==> src/rtl/ps2_pkg.sv <==
// Shared types for the PS/2 keyboard port: transmitter FSM states and completion codes.
// The scan-code receiver imports this package as well.
package ps2_pkg;

   typedef enum logic [2:0] {
      IDLE,
      INHIBIT,
      REQ,
      SEND,
      ACK,
      WAIT_IDLE
   } ps2_state_e;

   typedef enum logic [1:0] {
      ERR_OK       = 2'd0,
      ERR_NACK     = 2'd1,
      ERR_START_TO = 2'd2,
      ERR_FRAME_TO = 2'd3
   } ps2_err_e;

   localparam int unsigned FRAME_FALLS = 11;
   localparam int unsigned CNT_W       = 20;

   function automatic logic odd_parity(input logic [7:0] b);
      return ~^b;
   endfunction

endpackage

==> src/rtl/ps2_line_filter.sv <==
// Two-flop synchronizer followed by a run-length filter on one raw PS/2 line.
// The filtered value changes only after FILTER_LEN consecutive differing samples.
module ps2_line_filter #(
   parameter int unsigned FILTER_LEN = 8
) (
   input  logic clk,
   input  logic rst_n,
   input  logic line_i,
   output logic line_o
);

   localparam int unsigned RUN_W = $clog2(FILTER_LEN + 1);

   logic [1:0]       sync_q, sync_d;
   logic             filt_q, filt_d;
   logic [RUN_W-1:0] run_q, run_d;

   always_comb begin
      sync_d = {sync_q[0], line_i};
      filt_d = filt_q;
      run_d  = '0;
      if (sync_q[1] != filt_q) begin
         if (run_q == RUN_W'(FILTER_LEN - 1)) begin
            filt_d = sync_q[1];
         end else begin
            run_d = run_q + RUN_W'(1);
         end
      end
   end

   always_ff @(posedge clk or negedge rst_n) begin
      if (!rst_n) begin
         sync_q <= '1;
         filt_q <= 1'b1;
         run_q  <= '0;
      end else begin
         sync_q <= sync_d;
         filt_q <= filt_d;
         run_q  <= run_d;
      end
   end

   assign line_o = filt_q;

endmodule

==> src/rtl/ps2_host_tx.sv <==
// PS/2 host-to-device command transmitter: inhibit, request-to-send, 10 host-driven
// bits clocked by the device, ACK sampling and return-to-idle, with start/frame timeouts.
module ps2_host_tx
   import ps2_pkg::*;
#(
   parameter int unsigned INHIBIT_CYC  = 6000,
   parameter int unsigned START_TO_CYC = 750000,
   parameter int unsigned FRAME_TO_CYC = 100000,
   parameter int unsigned FILTER_LEN   = 8
) (
   input  logic       clk,
   input  logic       rst_n,
   input  logic       tx_valid,
   input  logic [7:0] tx_data,
   output logic       tx_ready,
   output logic       busy,
   output logic       done,
   output logic [1:0] err_code,
   input  logic       keyboardCLK,
   input  logic       keyboardData,
   output logic       ps2_clk_oe,
   output logic       ps2_data_oe
);

   localparam logic [CNT_W-1:0] INHIBIT_LAST = CNT_W'(INHIBIT_CYC - 1);
   localparam logic [CNT_W-1:0] START_LAST   = CNT_W'(START_TO_CYC - 1);
   localparam logic [CNT_W-1:0] FRAME_LAST   = CNT_W'(FRAME_TO_CYC - 1);
   localparam logic [3:0]       STOP_IDX     = 4'(FRAME_FALLS - 2);

   logic fclk, fdata, fclk_prev_q, fall;

   ps2_state_e       state_q, state_d;
   logic [CNT_W-1:0] cnt_q, cnt_d, cnt_inc;
   logic [3:0]       bit_q, bit_d;
   logic [8:0]       sr_q, sr_d;
   logic             clk_oe_q, clk_oe_d;
   logic             data_oe_q, data_oe_d;
   logic             done_q, done_d;
   logic             nack_q, nack_d;
   ps2_err_e         err_q, err_d;
   logic             fin;
   ps2_err_e         fin_code;
   logic             start_to, frame_to;

   ps2_line_filter #(.FILTER_LEN(FILTER_LEN)) u_clk_filt (
      .clk    (clk),
      .rst_n  (rst_n),
      .line_i (keyboardCLK),
      .line_o (fclk)
   );

   ps2_line_filter #(.FILTER_LEN(FILTER_LEN)) u_data_filt (
      .clk    (clk),
      .rst_n  (rst_n),
      .line_i (keyboardData),
      .line_o (fdata)
   );

   assign fall     = fclk_prev_q & ~fclk;
   assign cnt_inc  = (cnt_q == '1) ? cnt_q : cnt_q + CNT_W'(1);
   assign start_to = (cnt_q >= START_LAST);
   assign frame_to = (cnt_q >= FRAME_LAST);

   assign tx_ready    = (state_q == IDLE) && !done_q;
   assign busy        = ~tx_ready;
   assign done        = done_q;
   assign err_code    = err_q;
   assign ps2_clk_oe  = clk_oe_q;
   assign ps2_data_oe = data_oe_q;

   always_comb begin
      state_d   = state_q;
      cnt_d     = cnt_inc;
      bit_d     = bit_q;
      sr_d      = sr_q;
      clk_oe_d  = clk_oe_q;
      data_oe_d = data_oe_q;
      done_d    = 1'b0;
      err_d     = err_q;
      nack_d    = nack_q;
      fin       = 1'b0;
      fin_code  = ERR_OK;

      unique case (state_q)
         IDLE: begin
            cnt_d = '0;
            if (tx_valid && tx_ready) begin
               sr_d     = {odd_parity(tx_data), tx_data};
               nack_d   = 1'b0;
               clk_oe_d = 1'b1;
               state_d  = INHIBIT;
            end
         end
         INHIBIT: begin
            if (cnt_q >= INHIBIT_LAST) begin
               data_oe_d = 1'b1;
               state_d   = REQ;
            end
         end
         REQ: begin
            clk_oe_d = 1'b0;
            cnt_d    = '0;
            bit_d    = '0;
            state_d  = SEND;
         end
         SEND: begin
            // Before the first device clock the counter times the start; afterwards the frame.
            if (bit_q == '0 && start_to) begin
               fin      = 1'b1;
               fin_code = ERR_START_TO;
            end else if (bit_q != '0 && frame_to) begin
               fin      = 1'b1;
               fin_code = ERR_FRAME_TO;
            end else if (fall) begin
               bit_d = bit_q + 4'd1;
               if (bit_q == '0) begin
                  cnt_d = '0;
               end
               if (bit_q == STOP_IDX) begin
                  data_oe_d = 1'b0;
                  state_d   = ACK;
               end else begin
                  data_oe_d = ~sr_q[0];
                  sr_d      = {1'b0, sr_q[8:1]};
               end
            end
         end
         ACK: begin
            if (frame_to) begin
               fin      = 1'b1;
               fin_code = ERR_FRAME_TO;
            end else if (fall) begin
               nack_d  = fdata;
               state_d = WAIT_IDLE;
            end
         end
         WAIT_IDLE: begin
            if (frame_to) begin
               fin      = 1'b1;
               fin_code = ERR_FRAME_TO;
            end else if (fclk && fdata) begin
               fin      = 1'b1;
               fin_code = nack_q ? ERR_NACK : ERR_OK;
            end
         end
         default: state_d = IDLE;
      endcase

      if (fin) begin
         clk_oe_d  = 1'b0;
         data_oe_d = 1'b0;
         done_d    = 1'b1;
         err_d     = fin_code;
         state_d   = IDLE;
      end
   end

   always_ff @(posedge clk or negedge rst_n) begin
      if (!rst_n) begin
         state_q     <= IDLE;
         cnt_q       <= '0;
         bit_q       <= '0;
         sr_q        <= '0;
         clk_oe_q    <= 1'b0;
         data_oe_q   <= 1'b0;
         done_q      <= 1'b0;
         err_q       <= ERR_OK;
         nack_q      <= 1'b0;
         fclk_prev_q <= 1'b1;
      end else begin
         state_q     <= state_d;
         cnt_q       <= cnt_d;
         bit_q       <= bit_d;
         sr_q        <= sr_d;
         clk_oe_q    <= clk_oe_d;
         data_oe_q   <= data_oe_d;
         done_q      <= done_d;
         err_q       <= err_d;
         nack_q      <= nack_d;
         fclk_prev_q <= fclk;
      end
   end

endmodule

==> config.mk <==
export PLATFORM = sky130hd
export DESIGN_NAME = ps2_host_tx
export DESIGN_NICKNAME = d
export VERILOG_FILES = /design/src/rtl/ps2_pkg.sv /design/src/rtl/ps2_line_filter.sv /design/src/rtl/ps2_host_tx.sv
export SDC_FILE = /design/constraint.sdc
export NUM_CORES = 1
export LEC_CHECK = 0
export CAP_MARGIN = 20
export CELL_PAD_IN_SITES_DETAIL_PLACEMENT = 0
export CELL_PAD_IN_SITES_GLOBAL_PLACEMENT = 2
export CORE_MARGIN = 2
export CORE_UTILIZATION = 38
export CTS_CLUSTER_SIZE = 12
export DETAILED_ROUTE_END_ITERATION = 10
export HOLD_SLACK_MARGIN = 0.02
export PLACE_DENSITY_LB_ADDON = 0.12
export SLEW_MARGIN = 20
export SYNTH_ARGS = -nofsm -noshare
export SYNTH_HDL_FRONTEND = slang
export SYNTH_SLANG_ARGS = --single-unit
==> constraint.sdc <==
create_clock -name clk -period 2.6 [get_ports clk]
set_input_delay 0.52 -clock clk [delete_from_list [all_inputs] [get_ports clk]]
set_output_delay 0.52 -clock clk [all_outputs]
set_load 0.02 [all_outputs]
# ---- After elaboration in Yosys (flattened, before gate mapping)
# Index checks and enable logic that the tools add are counted.
dict set report totals {
  in_bits 13
  word_cells 136
  reg_bits 57
  out_inout_bits 7
}
dict set report op_classes {
  addsub 4
  n_lt_le_gt_ge 3
  eq_ne 27
  n_bitwise 4
  reduce_logical 24
  muxes 58
}
# operator count
set ops {}
lappend ops {{20-bit two-way mux} 5}
lappend ops {{9-bit two-way mux} 5}
lappend ops {{20-bit one-hot mux with 2 select lines} 1}
lappend ops {{4-bit two-way mux} 7}
lappend ops {{3-bit two-way mux} 9}
lappend ops {{3-bit != test (second input constant)} 7}
lappend ops {{20-bit by 1-bit adder with 20-bit output (second input constant)} 1}
lappend ops {{20-bit == test (second input constant)} 1}
lappend ops {{20-bit by 13-bit >= comparator with 1-bit output (second input constant)} 1}
lappend ops {{20-bit by 17-bit >= comparator with 1-bit output (second input constant)} 1}
lappend ops {{20-bit >= comparator (second input constant)} 1}
lappend ops {{1-bit two-way mux} 19}
lappend ops {{3-bit one-hot mux with 6 select lines} 1}
lappend ops {{9-bit one-hot mux with 2 select lines} 1}
lappend ops {{2-bit != test (second input constant)} 7}
lappend ops {{4-bit by 1-bit adder with 4-bit output (second input constant)} 3}
lappend ops {{9-bit AND reduction} 1}
lappend ops {{4-bit by 3-bit == test with 1-bit output (second input constant)} 2}
lappend ops {{2-bit two-way mux} 4}
lappend ops {{4-bit one-hot mux with 2 select lines} 1}
lappend ops {{4-bit AND reduction} 2}
lappend ops {{8-bit XNOR reduction} 1}
lappend ops {{3-bit by 2-bit == test with 1-bit output (second input constant)} 2}
lappend ops {{3-bit == test (second input constant)} 2}
lappend ops {{21 further kinds} 35}

# ---- Longest topological paths before layout
dict set report logic_depth {
  ltp_word 7
  mapped_depth 9
  depth_no_buf 8
}

# ---- By module
# Synthesis repeated with hierarchy kept, for this count alone.
dict set report hier_totals {
  cells_unflattened 316
  hier_area_um2 3099.2
}
# mod n_inst seq_area_each_um2 area_per_inst_um2 cells_per_inst
set modules_own_cells {}
lappend modules_own_cells {ps2_host_tx 1 1077.3 2556.2 276}
lappend modules_own_cells {ps2_line_filter 2 178.9 271.5 20}

# ---- Least setup slack after synthesis
# Ideal clock, no wire load.
dict set report synth_path {
  kind {register to register}
  start {register state_q[1]}
  end {register nack_q}
  period_less_slack_ns 2.258
  path_buffers 2
  stages_incl_launch_ff 8
  path_slack_ns 0.342
  setup_time_ns 0.130
  t_arrival_ns 2.128
  required_ns 2.470
  cell_sequence {dfrtp_1 clkbuf_1 nor4_1 and2_1 buf_2 a21oi_1 o21ai_0 o21ai_0}
}
dict set report synth_via {
  elab_chain_len 5
  word_cells_on_any_way 10
  cone_classes {4 x eq/ne; 1 x mux; 5 x reduce/logical}
}
# element line
set synth_lines {}
lappend synth_lines {{start: declaration} ps2_host_tx.sv:32} ;# ps2_state_e state_q, state_d;
lappend synth_lines {{start signal: assignment} ps2_host_tx.sv:171} ;# state_q <= state_d;
lappend synth_lines {{3-bit zero test} ps2_host_tx.sv:64} ;# assign tx_ready = (state_q == IDLE) && !done_q;
lappend synth_lines {{1-bit logical AND} ps2_host_tx.sv:64}
lappend synth_lines {{named net tx_ready} ps2_host_tx.sv:15} ;# output logic tx_ready,
lappend synth_lines {{1-bit logical AND} ps2_host_tx.sv:87} ;# if (tx_valid && tx_ready) begin
lappend synth_lines {{2-bit by 1-bit != test with 1-bit output (no line)} -}
lappend synth_lines {{4-bit AND reduction (no line)} -}
lappend synth_lines {{end signal: assignment} ps2_host_tx.sv:179} ;# nack_q <= nack_d;
lappend synth_lines {{end: declaration} ps2_host_tx.sv:39} ;# logic nack_q, nack_d;
# The timed path passes the listed nets, and every way through them passes these cells.
# A chain may end at the register's enable or synchronous reset.

# ---- Worst setup path in the final report
dict set report layout_path {
  start {register state_q[2]}
  end {output port tx_ready}
}
dict set report layout_via {
  elab_chain_len 2
}
# element line
set layout_lines {}
lappend layout_lines {{3-bit zero test} ps2_host_tx.sv:64}
lappend layout_lines {{1-bit logical AND} ps2_host_tx.sv:64}
lappend layout_lines {{end: declaration} ps2_host_tx.sv:15}
# No other way between the ends.

==> impl_metrics.yaml <==
setup_path:
  critical_path.cell_chain: "nor4_1 > clkdlybuf4s50_1"
  cp_data_required_time_ns: 2.08
  crit_arrival_ns: 1.98
  endpoint: "tx_ready"
  cpPeakStageDelay_ns: 0.69
  regToRegEndpoint: "sr_q[7]$_DFFE_PN0P_"
  path_class: "register to primary output"
  rr_startpoint: "bit_q[0]$_DFFE_PN0P_"
  rr_worst_depth: 8
  rrSetupSlack_ns: 0.28
  cpLargestDelayFamily: "buffers and inverters"
  endpoint_kind: "primary output"
  cp_num_cells: 2
  worstPathMaxFanout: 8
  crit_buf_inv: 1
  worst_setup_path_start_kind: "register"
  critPathLaunch: "state_q[2]$_DFFE_PN0P_"
  crit_slowest_cell: "clkdlybuf4s50_1"
routing:
  drc: 0
  wl_per_cell_um: 15.5
  dr_total_vias: 2476
  ant_nets: 0
  vias_per_cell: 5.48
  first_pass_iters: 4
  routed_wl_um: 7020
  first_iter_violations: 91
sta:
  fin_crit_ns: 2.50
  relSlewSlack_pct: 59.9
  tightest_slew_ns: 0.601
  setup_viol: 0
  drv_slew: 0
  rsz0062_at_grt: "no"
  max_freq_mhz: 399
  finalHoldViolCount: 0
  fin_worst_skew_ns: 0.0129
  fin_crit_sh_pct: 96.3
  setup_tns_ns: 0
  setup_slack_ns: 0.0961
yosys:
  ys_seq_area_share_pct: 46.8
  yosys.area.top_type: "dfrtp_1"
  yosys_warnings: 0
  ys_ff_latch: 57
  netlist_area_um2: 3060
  synth.distinct_cells: 55
  synth-async-reset-ratio_pct: 100
  synthFlopType: "dfrtp_1"
  synth_edf_count: 0
  syn_inst: 317
  syn_area_per_cell_um2: 9.67
  synth_area_leaders: "dfrtp_1 (41%), dfstp_2 (6.0%), nor2_1 (4.2%), xnor2_1 (4.0%), nand3_1 (3.8%)"
  synth_nets: 336
  synth_top_cell_area_share_pct: 40.8
power:
  peakVddDrop_mv: 0.214
  p_leak_nw: 1.62
  p_per_area_nw_per_um2: 575
cts:
  cts_tree: "built"
  post_cts.repair.setup_buffers: 0
  cts_resized: 0
  cts.clk_slew.worst_paths_ns: 0.07
  clkLatencyLatePin_ns: 0.35
  hold_buffers: 0
  cts-buffers-inserted: 9
  htreeDepth: 3
  clkSinkCount: 57
  clock_tree.root_cell: "clkbuf_8"
  cts.path.max_buffers: 2
floorplanning:
  die_area_um2: 8800
  start_util_pct: 39.4
  io_pins: 20
  row_count: 32
  core_um2: 7770
  die_width_um: 93.8
  die_h_um: 93.8
placement:
  place_ws_ns: 0.284
  portBuffers: 19
  dp_hpwl_um: 5050
  gp_congestion: 0.774
global_route:
  antenna_found_initial: 0
  grt_start_max_net_pins: 35
  grt-ovfl-total: 0
  grt_pass1_wl_um: 12400
  track_usage_pct: 18.3
  grt_pass1_vias: 2529
layout:
  antenna_cells: 0
  fill_cells: 792
  multi_input_area_um2: 1550
  register_area_um2: 1440
  fin_nets: 364
  drive_gt1_share_pct: 13.1
  syn2layout_area_growth_pct: 17.7
run_status:
  status: "complete, no violations"
job:
  cap_violations: 0
hold_path:
  hold_class: "input pin to async pin"
cells in the final DEF (no fill, tap or decap), types with 2 or more instances in the layout:
master,Yosys,layout
a21o_1,12,12
a21oi_1,15,15
a22o_1,9,9
a31oi_1,3,3
and2_1,2,2
and3_1,4,4
and4_1,3,3
buf_4,0,8
clkbuf_8,0,10
clkdlybuf4s50_1,0,18
clkinv_2,0,2
dfrtp_1,50,50
dfstp_2,7,7
ha_1,6,6
inv_1,7,7
mux2_2,3,3
mux2i_1,2,2
nand2_1,20,20
nand2b_1,4,4
nand3_1,23,23
nand4_1,7,7
nor2_1,34,34
nor2b_1,5,5
nor3_1,14,14
nor4_1,3,3
o211a_1,2,2
o211ai_1,4,4
o21ai_0,15,15
o21ai_1,2,2
o22ai_1,2,2
or4_1,2,2
xnor2_1,14,14
xor2_1,8,8
cell type report:
type / instances / share of cell area [%]
inverter: 7 / 0.729
timing repair buffer: 28 / 7.36
multi-input combinational: 242 / 43.1
sequential: 57 / 39.8
tap: 102 / 3.54
clock buffer: 11 / 3.92
clock inverter: 5 / 1.56
cells in the mapped netlist (2+ instances only):
| master | n |
|---|---|
| buf_2 | 6 |
| a21o_1 | 12 |
| and4_1 | 3 |
| ha_1 | 6 |
| o21ai_1 | 2 |
| nand2b_1 | 4 |
| nand4_1 | 7 |
| o211a_1 | 2 |
| dfstp_2 | 7 |
| mux2i_1 | 2 |
| clkbuf_1 | 5 |
| o21ai_0 | 15 |
| or4_1 | 2 |
| nand2_1 | 20 |
| nand3_1 | 23 |
| a21oi_1 | 15 |
| a22o_1 | 9 |
| xnor2_1 | 14 |
| mux2_2 | 3 |
| a31oi_1 | 3 |
| nor3_1 | 14 |
| dfrtp_1 | 50 |
| and3_1 | 4 |
| nor2b_1 | 5 |
| nor4_1 | 3 |
| inv_1 | 7 |
| o211ai_1 | 4 |
| and2_1 | 2 |
| o22ai_1 | 2 |
| nor2_1 | 34 |
| xor2_1 | 8 |
logic make-up (layout without fill, tap and decap cells):
family / count (synthesis) / in the layout / synth area share, %
mux: 5 / 5 / 1.76
buf+inv: 18 / 51 / 2.45
flops: 57 / 57 / 46.8
fa+ha+maj: 6 / 6 / 2.45
compound gates: 74 / 74 / 16.6
xor+xnor: 22 / 22 / 6.29
simple gates: 135 / 135 / 23.6
state kept, by name, indices dropped and copies added, names as in the netlist, 2 cells and up:
register / flops
cnt_q: 20
u_clk_filt.run_q: 4
u_data_filt.run_q: 4
u_data_filt.sync_q: 2
err_code: 2
u_clk_filt.sync_q: 2
state_q: 3
sr_q: 9
bit_q: 4
worst reg2reg max path, delay by kind of cell (launching register included):
| kind | cells | cell delay [ns] |
|---|---|---|
| and+or+nand+nor | 4 | 0.98 |
| AOI/OAI and AO/OA | 2 | 0.55 |
| DFF | 1 | 0.40 |
| adders and majority gates | 1 | 0.19 |
| buffers and inverters | 1 | 0.10 |
worst min-delay path by stage:
stage	endpoint	startpoint	cells after the start	slack (ns)
2_1_floorplan	bit_q[0]$_DFFE_PN0P_	rst_n	0	0.22
3_3_place_gp	u_data_filt.sync_q[1]$_DFF_PN1_	u_data_filt.sync_q[0]$_DFF_PN1_	0	0.35
3_5_place_dp	u_clk_filt.sync_q[1]$_DFF_PN1_	u_clk_filt.sync_q[0]$_DFF_PN1_	0	0.35
4_1_cts	cnt_q[0]$_DFF_PN0_	rst_n	1	0.19
5_1_grt	cnt_q[0]$_DFF_PN0_	rst_n	1	0.21
6_report	cnt_q[0]$_DFF_PN0_	rst_n	1	0.17
metrics by stage:
stage | std cells | util (%) | power, mW | hold WS [ns] | cell area (um2)
2_1_floorplan | 317 | - | 1.16 | 0.224 | 3060
3_3_place_gp | 436 | 43.9 | 1.25 | 0.346 | 3410
3_5_place_dp | 436 | 43.9 | 1.26 | 0.347 | 3410
4_1_cts | 452 | 46.4 | 2.11 | 0.186 | 3610
5_1_grt | 452 | 46.4 | 2.20 | 0.209 | 3610
6_report | 452 | 46.4 | 2.07 | 0.173 | 3610
report_power, final:
part | switching, mW | internal [mW] | leakage, nW
Combinational | 0.117 | 0.108 | 0.776
Clock | 0.368 | 0.467 | 0.0993
Sequential | 0.0522 | 0.963 | 0.747
Total | 0.537 | 1.54 | 1.62
metal layers:
layer  routed length [um]  vias up  track usage, %
met3                  241        6            4.82
li1                     -     1202               -
met1                 3410     1230            24.2
met4                   93        0            7.25
met5                    0        -               0
met2                 3270       38            28.6
Note: power is estimated with default switching activity, not from simulation.
